==> config.mk <==
export PLATFORM = sky130hd
export DESIGN_NAME = irq_controller_flat
export DESIGN_NICKNAME = d
export VERILOG_FILES = /design/src/rtl/irq_controller_if.sv /design/src/rtl/irq_controller.sv /design/src/flat_wrapper.sv
export SDC_FILE = /design/constraint.sdc
export NUM_CORES = 1
export LEC_CHECK = 0
export ABC_AREA = 1
export BUFFER_PORTS_ARGS = -buffer_cell sky130_fd_sc_hd__buf_2
export CORE_ASPECT_RATIO = 1.5
export CORE_MARGIN = 1.5
export CORE_UTILIZATION = 31
export DETAILED_ROUTE_END_ITERATION = 7
export PLACE_DENSITY_LB_ADDON = 0.25
export SYNTH_ARGS = -nofsm -noshare
export SYNTH_HDL_FRONTEND = slang
export SYNTH_SLANG_ARGS = --single-unit
==> constraint.sdc <==
create_clock -name clk -period 1.8 [get_ports clk]
set_clock_uncertainty 0.15 [all_clocks]
set_input_delay 0.36 -clock clk [delete_from_list [all_inputs] [get_ports clk]]
set_output_delay 0.36 -clock clk [all_outputs]
set_load 0.1 [all_outputs]
==> src/rtl/irq_controller_if.sv <==
// Bus between the interrupt controller and its surroundings: the raw sources
// and mask port coming in, the CPU interrupt pins and status going out.
interface irq_controller_if #(
    parameter int NUM_SRC = 8,
    parameter int ID_W    = (NUM_SRC > 1) ? $clog2(NUM_SRC) : 1
);
    logic [NUM_SRC-1:0] irqSrc;
    logic               nmiSrc;
    logic               maskWrite;
    logic [NUM_SRC-1:0] maskData;
    logic               ackIrq;
    logic               ackNmi;
    logic               interruptRequest;
    logic               nonMaskableInterrupt;
    logic [ID_W-1:0]    irqId;
    logic [NUM_SRC-1:0] pending;
    logic [NUM_SRC-1:0] mask;

    // Board / CPU side: drives sources, mask writes and acknowledges
    modport master (
        output irqSrc, nmiSrc, maskWrite, maskData, ackIrq, ackNmi,
        input  interruptRequest, nonMaskableInterrupt, irqId, pending, mask
    );

    // Controller side
    modport slave (
        input  irqSrc, nmiSrc, maskWrite, maskData, ackIrq, ackNmi,
        output interruptRequest, nonMaskableInterrupt, irqId, pending, mask
    );
endinterface

==> src/rtl/irq_controller.sv <==
// Interrupt controller in front of top8227. Synchronizes and edge-detects
// NUM_SRC maskable sources plus one NMI, latches edges into pending bits,
// selects the lowest-index enabled pending source and drives the CPU IRQ/NMI
// pins through an ack/holdoff state machine.
module irq_controller #(
    parameter int NUM_SRC = 8,
    parameter int HOLDOFF = 2
) (
    input logic            clk,
    input logic            rst,
    irq_controller_if.slave bus
);
    localparam int ID_W = (NUM_SRC > 1) ? $clog2(NUM_SRC) : 1;

    localparam logic [1:0] S_IDLE    = 2'd0;
    localparam logic [1:0] S_IRQ_ACT = 2'd1;
    localparam logic [1:0] S_NMI_ACT = 2'd2;
    localparam logic [1:0] S_HOLD    = 2'd3;

    localparam logic [3:0] HOLDOFF_VAL = 4'(HOLDOFF);

    // Input synchronizers and edge history
    logic [NUM_SRC-1:0] irq_sync1_q, irq_sync1_d;
    logic [NUM_SRC-1:0] irq_sync2_q, irq_sync2_d;
    logic [NUM_SRC-1:0] irq_hist_q,  irq_hist_d;
    logic               nmi_sync1_q, nmi_sync1_d;
    logic               nmi_sync2_q, nmi_sync2_d;
    logic               nmi_hist_q,  nmi_hist_d;

    // Architectural state
    logic [NUM_SRC-1:0] pending_q, pending_d;
    logic               nmi_pending_q, nmi_pending_d;
    logic [NUM_SRC-1:0] mask_q, mask_d;
    logic [1:0]         state_q, state_d;
    logic [ID_W-1:0]    irq_id_q, irq_id_d;
    logic [3:0]         hold_cnt_q, hold_cnt_d;

    // Combinational helpers
    logic [NUM_SRC-1:0] irq_edge;
    logic               nmi_edge;
    logic [NUM_SRC-1:0] eligible;
    logic               win_vld;
    logic [ID_W-1:0]    win_id;
    logic               irq_clr;
    logic               nmi_clr;

    // Two-flop synchronizer followed by a one-cycle history flop; an edge is
    // a synchronized 1 whose previous value was 0. History resets to 0, so a
    // source held high across reset yields exactly one edge afterwards.
    always_comb begin
        irq_sync1_d = bus.irqSrc;
        irq_sync2_d = irq_sync1_q;
        irq_hist_d  = irq_sync2_q;
        nmi_sync1_d = bus.nmiSrc;
        nmi_sync2_d = nmi_sync1_q;
        nmi_hist_d  = nmi_sync2_q;
        irq_edge    = irq_sync2_q & ~irq_hist_q;
        nmi_edge    = nmi_sync2_q & ~nmi_hist_q;
    end

    // Lowest-index enabled pending source wins arbitration
    always_comb begin
        eligible = pending_q & mask_q;
        win_vld  = |eligible;
        win_id   = '0;
        for (int i = NUM_SRC - 1; i >= 0; i--) begin
            if (eligible[i]) win_id = ID_W'(i);
        end
    end

    // Service FSM: NMI always wins, an active IRQ is pre-empted by NMI or
    // dropped if its mask bit goes away, and every acknowledge is followed
    // by HOLDOFF cycles in HOLD before re-arbitration.
    always_comb begin
        state_d    = state_q;
        irq_id_d   = irq_id_q;
        hold_cnt_d = hold_cnt_q;
        irq_clr    = 1'b0;
        nmi_clr    = 1'b0;
        case (state_q)
            S_IDLE: begin
                if (nmi_pending_q) begin
                    state_d = S_NMI_ACT;
                end else if (win_vld) begin
                    state_d  = S_IRQ_ACT;
                    irq_id_d = win_id;
                end
            end
            S_IRQ_ACT: begin
                if (nmi_pending_q) begin
                    // pre-empted: pending bit stays for later service
                    state_d = S_NMI_ACT;
                end else if (!mask_q[irq_id_q]) begin
                    state_d = S_IDLE;
                end else if (bus.ackIrq) begin
                    irq_clr    = 1'b1;
                    hold_cnt_d = HOLDOFF_VAL;
                    state_d    = S_HOLD;
                end
            end
            S_NMI_ACT: begin
                if (bus.ackNmi) begin
                    nmi_clr    = 1'b1;
                    hold_cnt_d = HOLDOFF_VAL;
                    state_d    = S_HOLD;
                end
            end
            default: begin
                // S_HOLD: leave on the cycle the counter reads 1
                if (hold_cnt_q <= 4'd1) begin
                    hold_cnt_d = 4'd0;
                    state_d    = S_IDLE;
                end else begin
                    hold_cnt_d = hold_cnt_q - 4'd1;
                end
            end
        endcase
    end

    // Pending and mask update; a fresh edge beats a same-cycle clear
    always_comb begin
        pending_d = pending_q;
        if (irq_clr) pending_d[irq_id_q] = 1'b0;
        pending_d     = pending_d | irq_edge;
        nmi_pending_d = (nmi_pending_q & ~nmi_clr) | nmi_edge;
        mask_d        = bus.maskWrite ? bus.maskData : mask_q;
    end

    // All state registers with synchronous reset
    always_ff @(posedge clk) begin
        if (rst) begin
            irq_sync1_q   <= '0;
            irq_sync2_q   <= '0;
            irq_hist_q    <= '0;
            nmi_sync1_q   <= 1'b0;
            nmi_sync2_q   <= 1'b0;
            nmi_hist_q    <= 1'b0;
            pending_q     <= '0;
            nmi_pending_q <= 1'b0;
            mask_q        <= '0;
            state_q       <= S_IDLE;
            irq_id_q      <= '0;
            hold_cnt_q    <= 4'd0;
        end else begin
            irq_sync1_q   <= irq_sync1_d;
            irq_sync2_q   <= irq_sync2_d;
            irq_hist_q    <= irq_hist_d;
            nmi_sync1_q   <= nmi_sync1_d;
            nmi_sync2_q   <= nmi_sync2_d;
            nmi_hist_q    <= nmi_hist_d;
            pending_q     <= pending_d;
            nmi_pending_q <= nmi_pending_d;
            mask_q        <= mask_d;
            state_q       <= state_d;
            irq_id_q      <= irq_id_d;
            hold_cnt_q    <= hold_cnt_d;
        end
    end

    // Moore outputs decoded from registered state
    assign bus.interruptRequest     = (state_q == S_IRQ_ACT);
    assign bus.nonMaskableInterrupt = (state_q == S_NMI_ACT);
    assign bus.irqId                = (state_q == S_IRQ_ACT) ? irq_id_q : '0;
    assign bus.pending              = pending_q;
    assign bus.mask                 = mask_q;

endmodule

==> src/flat_wrapper.sv <==
// flat-port wrapper written by rule: the top's interface ports become plain ports
module irq_controller_flat 
#(
    parameter int NUM_SRC = 8,
    parameter int HOLDOFF = 2
)
  (clk, rst, bus_irqSrc, bus_nmiSrc, bus_maskWrite, bus_maskData, bus_ackIrq, bus_ackNmi, bus_interruptRequest, bus_nonMaskableInterrupt, bus_irqId, bus_pending, bus_mask);
  irq_controller_if #(.NUM_SRC(NUM_SRC)) bus_i ();
  input logic clk;
  input logic rst;
  input wire logic [$bits(bus_i.irqSrc)-1:0] bus_irqSrc;
  input wire logic [$bits(bus_i.nmiSrc)-1:0] bus_nmiSrc;
  input wire logic [$bits(bus_i.maskWrite)-1:0] bus_maskWrite;
  input wire logic [$bits(bus_i.maskData)-1:0] bus_maskData;
  input wire logic [$bits(bus_i.ackIrq)-1:0] bus_ackIrq;
  input wire logic [$bits(bus_i.ackNmi)-1:0] bus_ackNmi;
  output wire logic [$bits(bus_i.interruptRequest)-1:0] bus_interruptRequest;
  output wire logic [$bits(bus_i.nonMaskableInterrupt)-1:0] bus_nonMaskableInterrupt;
  output wire logic [$bits(bus_i.irqId)-1:0] bus_irqId;
  output wire logic [$bits(bus_i.pending)-1:0] bus_pending;
  output wire logic [$bits(bus_i.mask)-1:0] bus_mask;
  assign bus_i.irqSrc = bus_irqSrc;
  assign bus_i.nmiSrc = bus_nmiSrc;
  assign bus_i.maskWrite = bus_maskWrite;
  assign bus_i.maskData = bus_maskData;
  assign bus_i.ackIrq = bus_ackIrq;
  assign bus_i.ackNmi = bus_ackNmi;
  assign bus_interruptRequest = bus_i.interruptRequest;
  assign bus_nonMaskableInterrupt = bus_i.nonMaskableInterrupt;
  assign bus_irqId = bus_i.irqId;
  assign bus_pending = bus_i.pending;
  assign bus_mask = bus_i.mask;
  irq_controller #(.NUM_SRC(NUM_SRC), .HOLDOFF(HOLDOFF)) u_core (.clk(clk), .rst(rst), .bus(bus_i));
endmodule
After elaboration in Yosys (flattened, before gate mapping)
Cells that the tools add are included.

Register bits after elaboration: 53. Input bits: 22. Output and inout port bits: 21. Word-level logic and storage cells: 78.

Add/subtract/negate cells: 1. $lt $le $gt $ge: 3. Equal/unequal tests: 8. Muxes and demuxes: 34. Bitwise gates (word level): 13. Reductions and logical operators: 7.

Operators by type and width (count): $mux W3 (9); $and A8 B8 Y8 (3); $mux W4 (5); $not A8 Y8 (2); $mux W2 (7); $pmux W4 S3 (1); $mux W1 (8); $mux W8 (1); $or A8 B8 Y8 (1); $reduce_or A8 Y1 (1); $ne A2 B2 Y1 const B (3); $pmux W2 S3 (1); $reduce_and A5 Y1 (1); $le A4 B1 Y1 const B (1); $lt A3 B4 Y1 const B (1); $ne A4 B3 Y1 const B (1); $not A1 Y1 (4); $reduce_and A4 Y1 (1); $reduce_bool A4 Y1 (1); $sub A4 B1 Y4 const B (1); $bmux W1 S3 (1); $demux W1 S3 (1); $ge A3 B1 Y1 const B (1); $ne A3 B1 Y1 const B (1); other kinds (8) (9).

Longest topological paths before layout
Gate-level depths: netlist of the first run.

Word-level depth: 9. Gate-level depth with buffers: 12. Gate-level depth less buffers: 12.

Worst setup path before layout of the first run
No wires, ideal clock.

Path type: flip-flop to output port. From: register u_core.state_q[1]. To: output port bus_irqId[0]. Arrival: 2061 ps. Required time: 1290 ps. Path slack: -771 ps. Cell stages (with the launch flop): 5. Cells stage by stage: dfxtp_1 inv_1 ha_1 nand2_1 inv_1.

Word-level cells in the longest chain between the ends: 2.

RTL lines: start: declaration (RTL line irq_controller.sv:34) `logic [1:0] state_q, state_d;`; start signal: assignment (RTL line irq_controller.sv:154) `state_q <= state_d;`; $eq A2 B1 Y1; named net bus_interruptRequest (RTL line flat_wrapper.sv:17) `output wire logic [$bits(bus_i.interruptRequest)-1:0] bus_interruptRequest;`; $mux W3 (RTL line irq_controller.sv:163) `assign bus.irqId = (state_q == S_IRQ_ACT) ? irq_id_q : '0;`; end: declaration (RTL line flat_wrapper.sv:19) `output wire logic [$bits(bus_i.irqId)-1:0] bus_irqId;`.

The timed path passes the listed nets, and every way through them passes these cells.

Final worst setup path of the first run
From: register u_core.state_q[0]. To: output port bus_irqId[2].

Word-level cells in the longest chain between the ends: 2.

RTL lines (RTL line): $eq A2 B1 Y1 (irq_controller.sv:163); $mux W3 (irq_controller.sv:163).

Every way passes these cells.

==> reports/results.md, run 1 <==
| Group | Result | This run |
| --- | --- | --- |
| power | Peak ir drop on the vdd network | 0.5172 mV |
| die | DIE HEIGHT | 106.9 µm |
| cells and area | Number of antenna repair diodes | 0 |
| route | Post-DR vias/cell | 4.414 |
| route | Wire length on met2 | 2444 µm |
| cells and area | Net count of the finished layout | 396 |
| clock network | Master cell of the clock root buffer | clkbuf_8 |
| power | Internal power summed over all cells | 2.110 mW |
| power | Portion of total power attributed to combinational logic | 40.7% |
| clock network | Sinks on the clock net | 53 |
| global route | Maximum number of pins on one net before global-route repair | 28 |
| outcome | Status | completed |
| global route | Total congestion overflow | 0 |
| route | Detailed Route WL | 4758 µm |
| power | Switching power of the nets | 1.455 mW |
| die | Core Box Area | 6898 µm² |
| placed design | RD Place Congestion | 0.8767 |
| cells and area | Proportion of layout cells with a drive suffix above 1 | 29.27% |
| timing | Final count of negative-setup-slack endpoints | 0 |
| yosys | Sequential share of the synthesized area | 47.53% |
| cells and area | Number of cells in the finished layout apart from fillers | 447 |
| route | Metal-1 WL | 2030 µm |
| clock network | Latest clock arrival within the worst-skew pair | 310 ps |
| timing | Time the final worst path needs with I/O delays and setup | 1789 ps |
| route | Detailed Routing Iterations Pass 1 | 4 |
| global route | Antenna violations before repair | 0 |
| critical path | Crit path from | u_core.state_q[0] |
| die | I/O pin count | 43 |
| critical path | Data arrival time at the worst-slack endpoint | 1280 ps |
| route | Vias after detailed routing | 1973 |
| placed design | Placed instance count | 432 |
| yosys | Mean cell area of the mapped netlist | 7.131 µm² |
| cells and area | Commonest non-fill, non-tap cell in the layout | nor2_1 |
| route | Length of routed met3 wiring | 157 µm |
| yosys | Mapped Nets | 341 |
| die | Horiz. Die Dim | 72.29 µm |
| power | Power per Cell Area | 1224 nW/µm² |
| route | Violation count after the first detailed-route iteration | 80 |
| yosys | Top cell type by total area after synthesis | dfxtp_1 |
| clock network | Number of buffers created by CTS | 5 |
| die | Die ar. | 7729 µm² |
| route | Routed length per instance | 10.64 µm |
| cells and area | Most frequent cells in the layout | 57 x nor2_1, 56 x nand2_1, 47 x inv_1 |
| yosys | Unique cell type count in the Yosys netlist | 24 |
| yosys | #FFs+latches synth | 53 |
| power | Switching part of the total power | 40.82% |
| yosys | Yosys top cell area share | 47.53% |
| clock network | TritonCTS clock tree | built |
| die | Row cnt | 37 |
| critical path | Class of the most critical setup path | reg2out |
| timing | Actual slew at the worst max-slew pin | 488.7 ps |
| yosys | Post-Syn Area | 2232 µm² |
| critical path | Nature of the critical path endpoint | output port |
| global route | Via count of the first global-routing pass | 1741 |
| power | Share of power burned in the clock network | 20.0% |
| yosys | Top post-synthesis cells by area | dfxtp_1 48%, nor2_1 10%, nand2_1 9.9% |
| clock network | Cts hold-fix bufs | 0 |
| timing | Endpoints failing hold | 0 |
| die | Initial cell density of the core | 32.36% |
| timing | Fin Hold WS | 88.47 ps |
| clock network | Clock input transition at the sequential cells of the worst setup and hold paths | 110 ps |
| route | Max Used Layer | met4 |
| timing | Final Slew Violations | 0 |
| timing | Final period util | 99.37% |
| placed design | Port Buf Inserts | 42 |
| power | Share of total power in sequential cells | 39.3% |
| timing | Unrepaired setup endpoints after global routing | yes |
| worst hold path | Min-Delay Path Class | in2reg |
| critical path | Worst R2R Start | u_core.state_q[0] |
| power | Total power | 3.565 mW |
| route | DRC violation count after routing | 0 |
| cells and area | Signed area change from the synthesized netlist to the final layout | 30.44% |
| global route | Total track usage | 13.06% |
| global route | Global-route wire length before repair | 7879 µm |
| power | Leak | 1.428 nW |
| flow run | Count of max-cap constraint violations | 0 |
| yosys | Synthesis Warnings | 0 |
| clock network | H-tree Lvls | 2 |
| cells and area | Filler cell count | 732 |
| timing | Relative slew margins | 67.64% |
| route | Antenna Violating Nets Remaining | 0 |
| timing | Maximum clock rate | 0.5591 GHz |
| placed design | HPWL after detailed placement | 3433 µm |
| clock network | Clock Tree Buf Depth | 2 |
| critical path | Top fanout value on the critical path | 4 |
| critical path | CP Data Required Time | 1290 ps |
| yosys | Synth Instances | 313 |
| worst hold path | Start point of the worst hold path | bus_irqSrc[0] |
| critical path | Type of origin of the critical path | flip-flop |
power groups by stage:
| stage | Sequential, mW | Combinational [mW] | Clock [mW] |
|---|---|---|---|
| 2_1_floorplan | 1.55 | 0.818 | 0 |
| 4_1_cts | 1.39 | 1.37 | 0.754 |
| 6_report | 1.40 | 1.45 | 0.714 |
| 5_1_grt | 1.42 | 1.59 | 0.789 |
| 3_3_place_gp | 1.41 | 1.25 | 0 |
| 3_5_place_dp | 1.41 | 1.26 | 0 |
cell families after synthesis:
kind of cell	after synthesis	synth area share [%]
simple gates	156	29.93
compound gates	33	7.568
buf+inv	64	11.21
flops	53	47.53
fa+ha+maj	6	3.363
xor+xnor	1	0.3924
layer usage:
layer / GRT usage, % / up-vias
li1: - / 1072
met3: 3.008 / 9
met4: 6.199 / 0
met2: 21.83 / 42
met1: 15.59 / 850
met5: 0 / -
flip-flops by register name (all words and copies together) (netlist names), 2 cells and up:
name and flops:
u_core.bus.mask 8, u_core.bus.pending 8, u_core.irq_hist_d 8, u_core.irq_hist_q 8
u_core.irq_sync1_q 8, u_core.hold_cnt_q 4, u_core.irq_id_q 3, u_core.state_q 2
final cells by class:
type | instances | area (µm²) | area share [%]
sequential | 53 | 1095 | 37.60
clock inverter | 3 | 26.28 | 0.9025
tap | 78 | 97.59 | 3.352
clock buffer | 5 | 68.82 | 2.364
multi-input combinational | 196 | 1007 | 34.59
timing repair buffer | 55 | 386.6 | 13.28
inverter | 57 | 230.2 | 7.907
what timing repair did:
action                     4_1_cts  5_1_grt
resized for setup               11       21
cloned                           0        0
pin swaps                        2        5
setup endpoints to repair        5       20
buffers inserted                 5        2
per-stage QoR:
step	utilization, %	instance area [µm²]	setup slack, ps	setup TNS [ps]
floorplan	-	2278	-2.567	-7.701
global placement	38.71	2670	12.81	0
detailed placement	38.71	2670	1.667	0
CTS	41.10	2835	-28.64	-58.01
global route	42.21	2912	-43.03	-211.5
finish	42.21	2912	11.35	0
critical path: stages, from the launching register on:
cell and delay, ps:
dfxtp_2 340, buf_6 110, ha_4 190, nand2_4 80
clkinvlp_4 90, buf_12 170
synth_stat cells:
master and number:
inv_2 1, buf_1 2, nand2_4 2, ha_1 6
buf_6 1, clkinv_1 2, o21ai_1 4, inv_1 54
nor3_1 5, clkbuf_1 2, buf_2 2, a21oi_1 12
nor2_1 60, xor2_1 1, nand3_1 20, nand4_1 6
dfxtp_1 53, nand3b_1 1, a31oi_1 1, nor2_4 2
o31ai_1 1, nand2_2 1, nand2_1 59, o21ai_0 15
final timing paths:
| check | end | slack [ps] | cells after the start |
|---|---|---|---|
| max reg2reg | u_core.state_q[1] | 100 | 12 |
| min reg2reg | u_core.bus.pending[2] | 250 | 1 |
| min | u_core.irq_sync1_q[0] | 90 | 3 |
| max | bus_irqId[2] | 10 | 5 |
Power figures use the tool's default switching activity.
==> run 2: changes to the inputs <==
--- a/config.mk
+++ b/config.mk
@@ -5,13 +5,14 @@
 export SDC_FILE = /design/constraint.sdc
 export NUM_CORES = 1
 export LEC_CHECK = 0
-export ABC_AREA = 1
+export ABC_AREA = 0
 export BUFFER_PORTS_ARGS = -buffer_cell sky130_fd_sc_hd__buf_2
 export CORE_ASPECT_RATIO = 1.5
 export CORE_MARGIN = 1.5
 export CORE_UTILIZATION = 31
 export DETAILED_ROUTE_END_ITERATION = 7
 export PLACE_DENSITY_LB_ADDON = 0.25
+export REMOVE_ABC_BUFFERS = 1
 export SYNTH_ARGS = -nofsm -noshare
 export SYNTH_HDL_FRONTEND = slang
 export SYNTH_SLANG_ARGS = --single-unit
==> reports/results.md, run 2 <==
| Group | Result | This run | Change |
| --- | --- | --- | --- |
| yosys | Unique cell type count in the Yosys netlist | 36 | +50% |
| clock network | Latest clock arrival within the worst-skew pair | 300 ps | about the same |
| flow run | Count of max-cap constraint violations | 0 | unchanged |
| timing | Time the final worst path needs with I/O delays and setup | 2249 ps | +460.6 ps |
| route | Detailed Routing Iterations Pass 1 | 4 | unchanged |
| timing | Final Slew Violations | 0 | unchanged |
| critical path | Worst R2R Start | u_core.irq_id_q[1] |  |
| die | Initial cell density of the core | 32.13% | -0.23 points |
| route | Violation count after the first detailed-route iteration | 80 | unchanged |
| timing | Relative slew margins | 58.53% | -9.1 points |
| cells and area | Signed area change from the synthesized netlist to the final layout | 42.70% |  |
| cells and area | Non-Filler Cell Area, Final | 2994 µm² | +2.8% |
| clock network | H-tree Lvls | 2 | unchanged |
| timing | Endpoints failing hold | 0 | unchanged |
| cells and area | Number of cells in the finished layout apart from fillers | 386 | -14% |
| critical path | CP Data Required Time | 1860 ps | +570 ps |
| critical path | Type of origin of the critical path | flip-flop |  |
| critical path | Number of cell instances on the worst register-to-register path | 5 | -7 |
| clock network | Cts hold-fix bufs | 0 | unchanged |
| critical path | Class of the most critical setup path | reg2reg |  |
| timing | Fin Hold WS | 115.9 ps | +27.47 ps |
| critical path | Worst r2r dst | u_core.state_q[0] |  |
| die | I/O pin count | 43 | unchanged |
| yosys | Top cell type by total area after synthesis | dfxtp_1 |  |
| clock network | TritonCTS clock tree | built |  |
| critical path | CP max-delay cell | mux4_2 |  |
| route | Vias after detailed routing | 1790 | -9.3% |
| timing | Maximum clock rate | 0.4446 GHz | -20% |
| yosys | #FFs+latches synth | 53 | unchanged |
| critical path | Sum of buffers and inverters on the critical path | 0 | -3 |
| clock network | Master cell of the clock root buffer | clkbuf_8 |  |
| outcome | Status | complete, but fails checks |  |
| clock network | Number of buffers created by CTS | 5 | unchanged |
| power | Power per Cell Area | 1178 nW/µm² | -3.8% |
| yosys | Most common cell in the netlist | dfxtp_1 |  |
| clock network | Sinks on the clock net | 53 | unchanged |
| clock network | Clock input transition at the sequential cells of the worst setup and hold paths | 90 ps | -20 ps |
| timing | Actual slew at the worst max-slew pin | 620.8 ps | +132.0 ps |
| route | Routed length per instance | 12.46 µm | +17% |
| die | Row cnt | 36 | -2.7% |
| timing | Final count of negative-setup-slack endpoints | 17 | +17 |
| yosys | EDFF count, synth | 0 | unchanged |
| timing | Min setup slack post-route | -449.2 ps | -460.6 ps |
| global route | Global-route wire length before repair | 7859 µm | -0.25% |
| placed design | Instance area after placement | 2783 µm² | +4.2% |
| yosys | Post-synthesis async set-or-reset flop share | 0% | unchanged |
| outcome | Violations in the final reports | negative setup slack |  |
| cells and area | Number of antenna repair diodes | 0 | unchanged |
| timing | Aggregate negative setup slack | -3309 ps | -3309 ps |
| die | Die ar. | 7281 µm² | -5.8% |
| clock network | Clock Tree Buf Depth | 2 | unchanged |
| placed design | RD Place Congestion | 0.9165 | +4.5% |
| placed design | Post-Place Setup Slack | -615.1 ps | -616.8 ps |
| yosys | Commonest cells in the synthesized netlist | 53 x dfxtp_1, 23 x nor2b_1, 20 x nand2_1 |  |
| route | Detailed Route WL | 4810 µm | +1.1% |
| yosys | Dominant synthesized flop cell | dfxtp_1 |  |
| global route | Antenna violations before repair | 0 | unchanged |
| cells and area | Proportion of layout cells with a drive suffix above 1 | 36.45% | +7.2 points |
| yosys | Post-Syn Area | 2098 µm² | -6.0% |
| route | DRC violation count after routing | 0 | unchanged |
| critical path | Register-to-Register Setup Slack | -450 ps | -550 ps |
| global route | Total congestion overflow | 0 | unchanged |
| critical path | Top fanout value on the critical path | 3 | -1 |
| critical path | Critical path, cell by cell | mux4_2, mux2_4, and3b_2, or3_4, a2111oi_4 |  |
| yosys | Synthesis Warnings | 0 | unchanged |
| yosys | Sequential share of the synthesized area | 50.57% | +3.0 points |
| route | Post-DR vias/cell | 4.637 | +5.1% |
| cells and area | Filler cell count | 637 | -13% |
| worst hold path | Worst hold endpoint | u_core.irq_sync1_q[5] |  |
| die | DIE HEIGHT | 103.8 µm | -3.0% |
| timing | Unrepaired setup endpoints after global routing | yes |  |
| cells and area | Most frequent cells in the layout | 51 x dfxtp_1, 46 x buf_4, 37 x buf_2 |  |
| global route | Via count of the first global-routing pass | 1705 | -2.1% |
| global route | Maximum number of pins on one net before global-route repair | 27 | -3.6% |
| cells and area | Net count of the finished layout | 337 | -15% |
| placed design | Placed instance count | 375 | -13% |
| critical path | Data arrival time at the worst-slack endpoint | 2310 ps | +1030 ps |
| cells and area | Commonest non-fill, non-tap cell in the layout | dfxtp_1 |  |
| die | Horiz. Die Dim | 70.18 µm | -2.9% |
| critical path | Nature of the critical path endpoint | flip-flop |  |
| worst hold path | Start point of the worst hold path | bus_irqSrc[5] |  |
| worst hold path | Min-Delay Path Class | in2reg |  |
| yosys | Synth Instances | 219 | -30% |
| placed design | Port Buf Inserts | 42 | unchanged |
| global route | Total track usage | 13.64% | +0.57 points |
| critical path | Maximum single-stage delay on the critical path | 500 ps | +160 ps |
| critical path | Gate family responsible for the most delay along the worst path | multiplexers |  |
| power | Peak ir drop on the vdd network | 0.3764 mV | -27% |
| yosys | Mean cell area of the mapped netlist | 9.581 µm² | +34% |
| placed design | HPWL after detailed placement | 3675 µm | +7.0% |
| power | Leak | 1.363 nW | -4.5% |
| die | Core Box Area | 6531 µm² | -5.3% |
| timing | Final period util | 125.0% | +26 points |
| worst hold path | Worst hold path depth | 2 | -1 |
| power | Total power | 3.526 mW | -1.1% |
| cells and area | Core utilization of the finished layout | 45.84% | +3.6 points |
| yosys | Yosys top cell area share | 50.57% | +3.0 points |
| yosys | Top post-synthesis cells by area | dfxtp_1 51%, nor2b_1 6.9%, mux2i_1 4.3% |  |
| route | Antenna Violating Nets Remaining | 0 | unchanged |
run 2: cell types whose count changed in the layout (fill, tap and decap cells not counted), moves of 9 or more:
cell	delta
nor2_1	-39
dfxtp_1	+19
nand3_1	-19
nand2_1	-36
buf_4	+34
o21ai_0	-9
dfxtp_2	-17
nor2b_1	+22
mux2i_1	+9
inv_1	-32
run 2: kinds of logic (layout without fill, tap and decap cells):
kind of cell | Yosys count | in the layout | share of synthesized area, %
compound gates | 44 | 44 | 13.95
fa+ha+maj | 6 | 6 | 3.578
buf+inv | 23 | 114 | 4.472
flops | 53 | 53 | 50.57
mux | 12 | 12 | 7.155
simple gates | 81 | 81 | 20.27
run 2: per-layer routing:
layer | GRT usage, % | up-vias | wire [µm]
met1 | 15.01 | 806 | 1943
met5 | 0 | - | 0
met3 | 3.210 | 10 | 186
met4 | 6.181 | 0 | 119
li1 | - | 937 | -
met2 | 24.35 | 37 | 2560
run 2: power by group:
group	total (mW)	internal, mW	switching (mW)
Combinational	1.58	0.719	0.857
Clock	0.637	0.276	0.362
Sequential	1.31	1.27	0.0468
run 2: area by class of cell:
cell class / count / area [µm²] / area share [%]
clock inverter: 1 / 7.507 / 0.2507
multi-input combinational: 143 / 1036 / 34.60
clock buffer: 7 / 76.32 / 2.549
inverter: 16 / 60.06 / 2.006
sequential: 53 / 1066 / 35.60
timing repair buffer: 90 / 653.1 / 21.81
tap: 76 / 95.09 / 3.176
run 2: worst max path at each step:
stage	from	to	slack, ps	cells after the start
after global placement	u_core.irq_id_q[1]	u_core.state_q[0]	-570	5
final	u_core.irq_id_q[1]	u_core.state_q[0]	-450	5
after floorplan	u_core.bus.mask[7]	u_core.state_q[0]	-900	5
after CTS	u_core.irq_id_q[1]	u_core.state_q[0]	-450	5
after global routing	u_core.irq_id_q[1]	u_core.state_q[0]	-500	5
after detailed placement	u_core.irq_id_q[1]	u_core.state_q[0]	-620	5
run 2: repair_timing:
action                     CTS  global route
setup endpoints to repair   18            19
setup buffers                4             0
pin swaps                    7             1
resized for setup           25             6
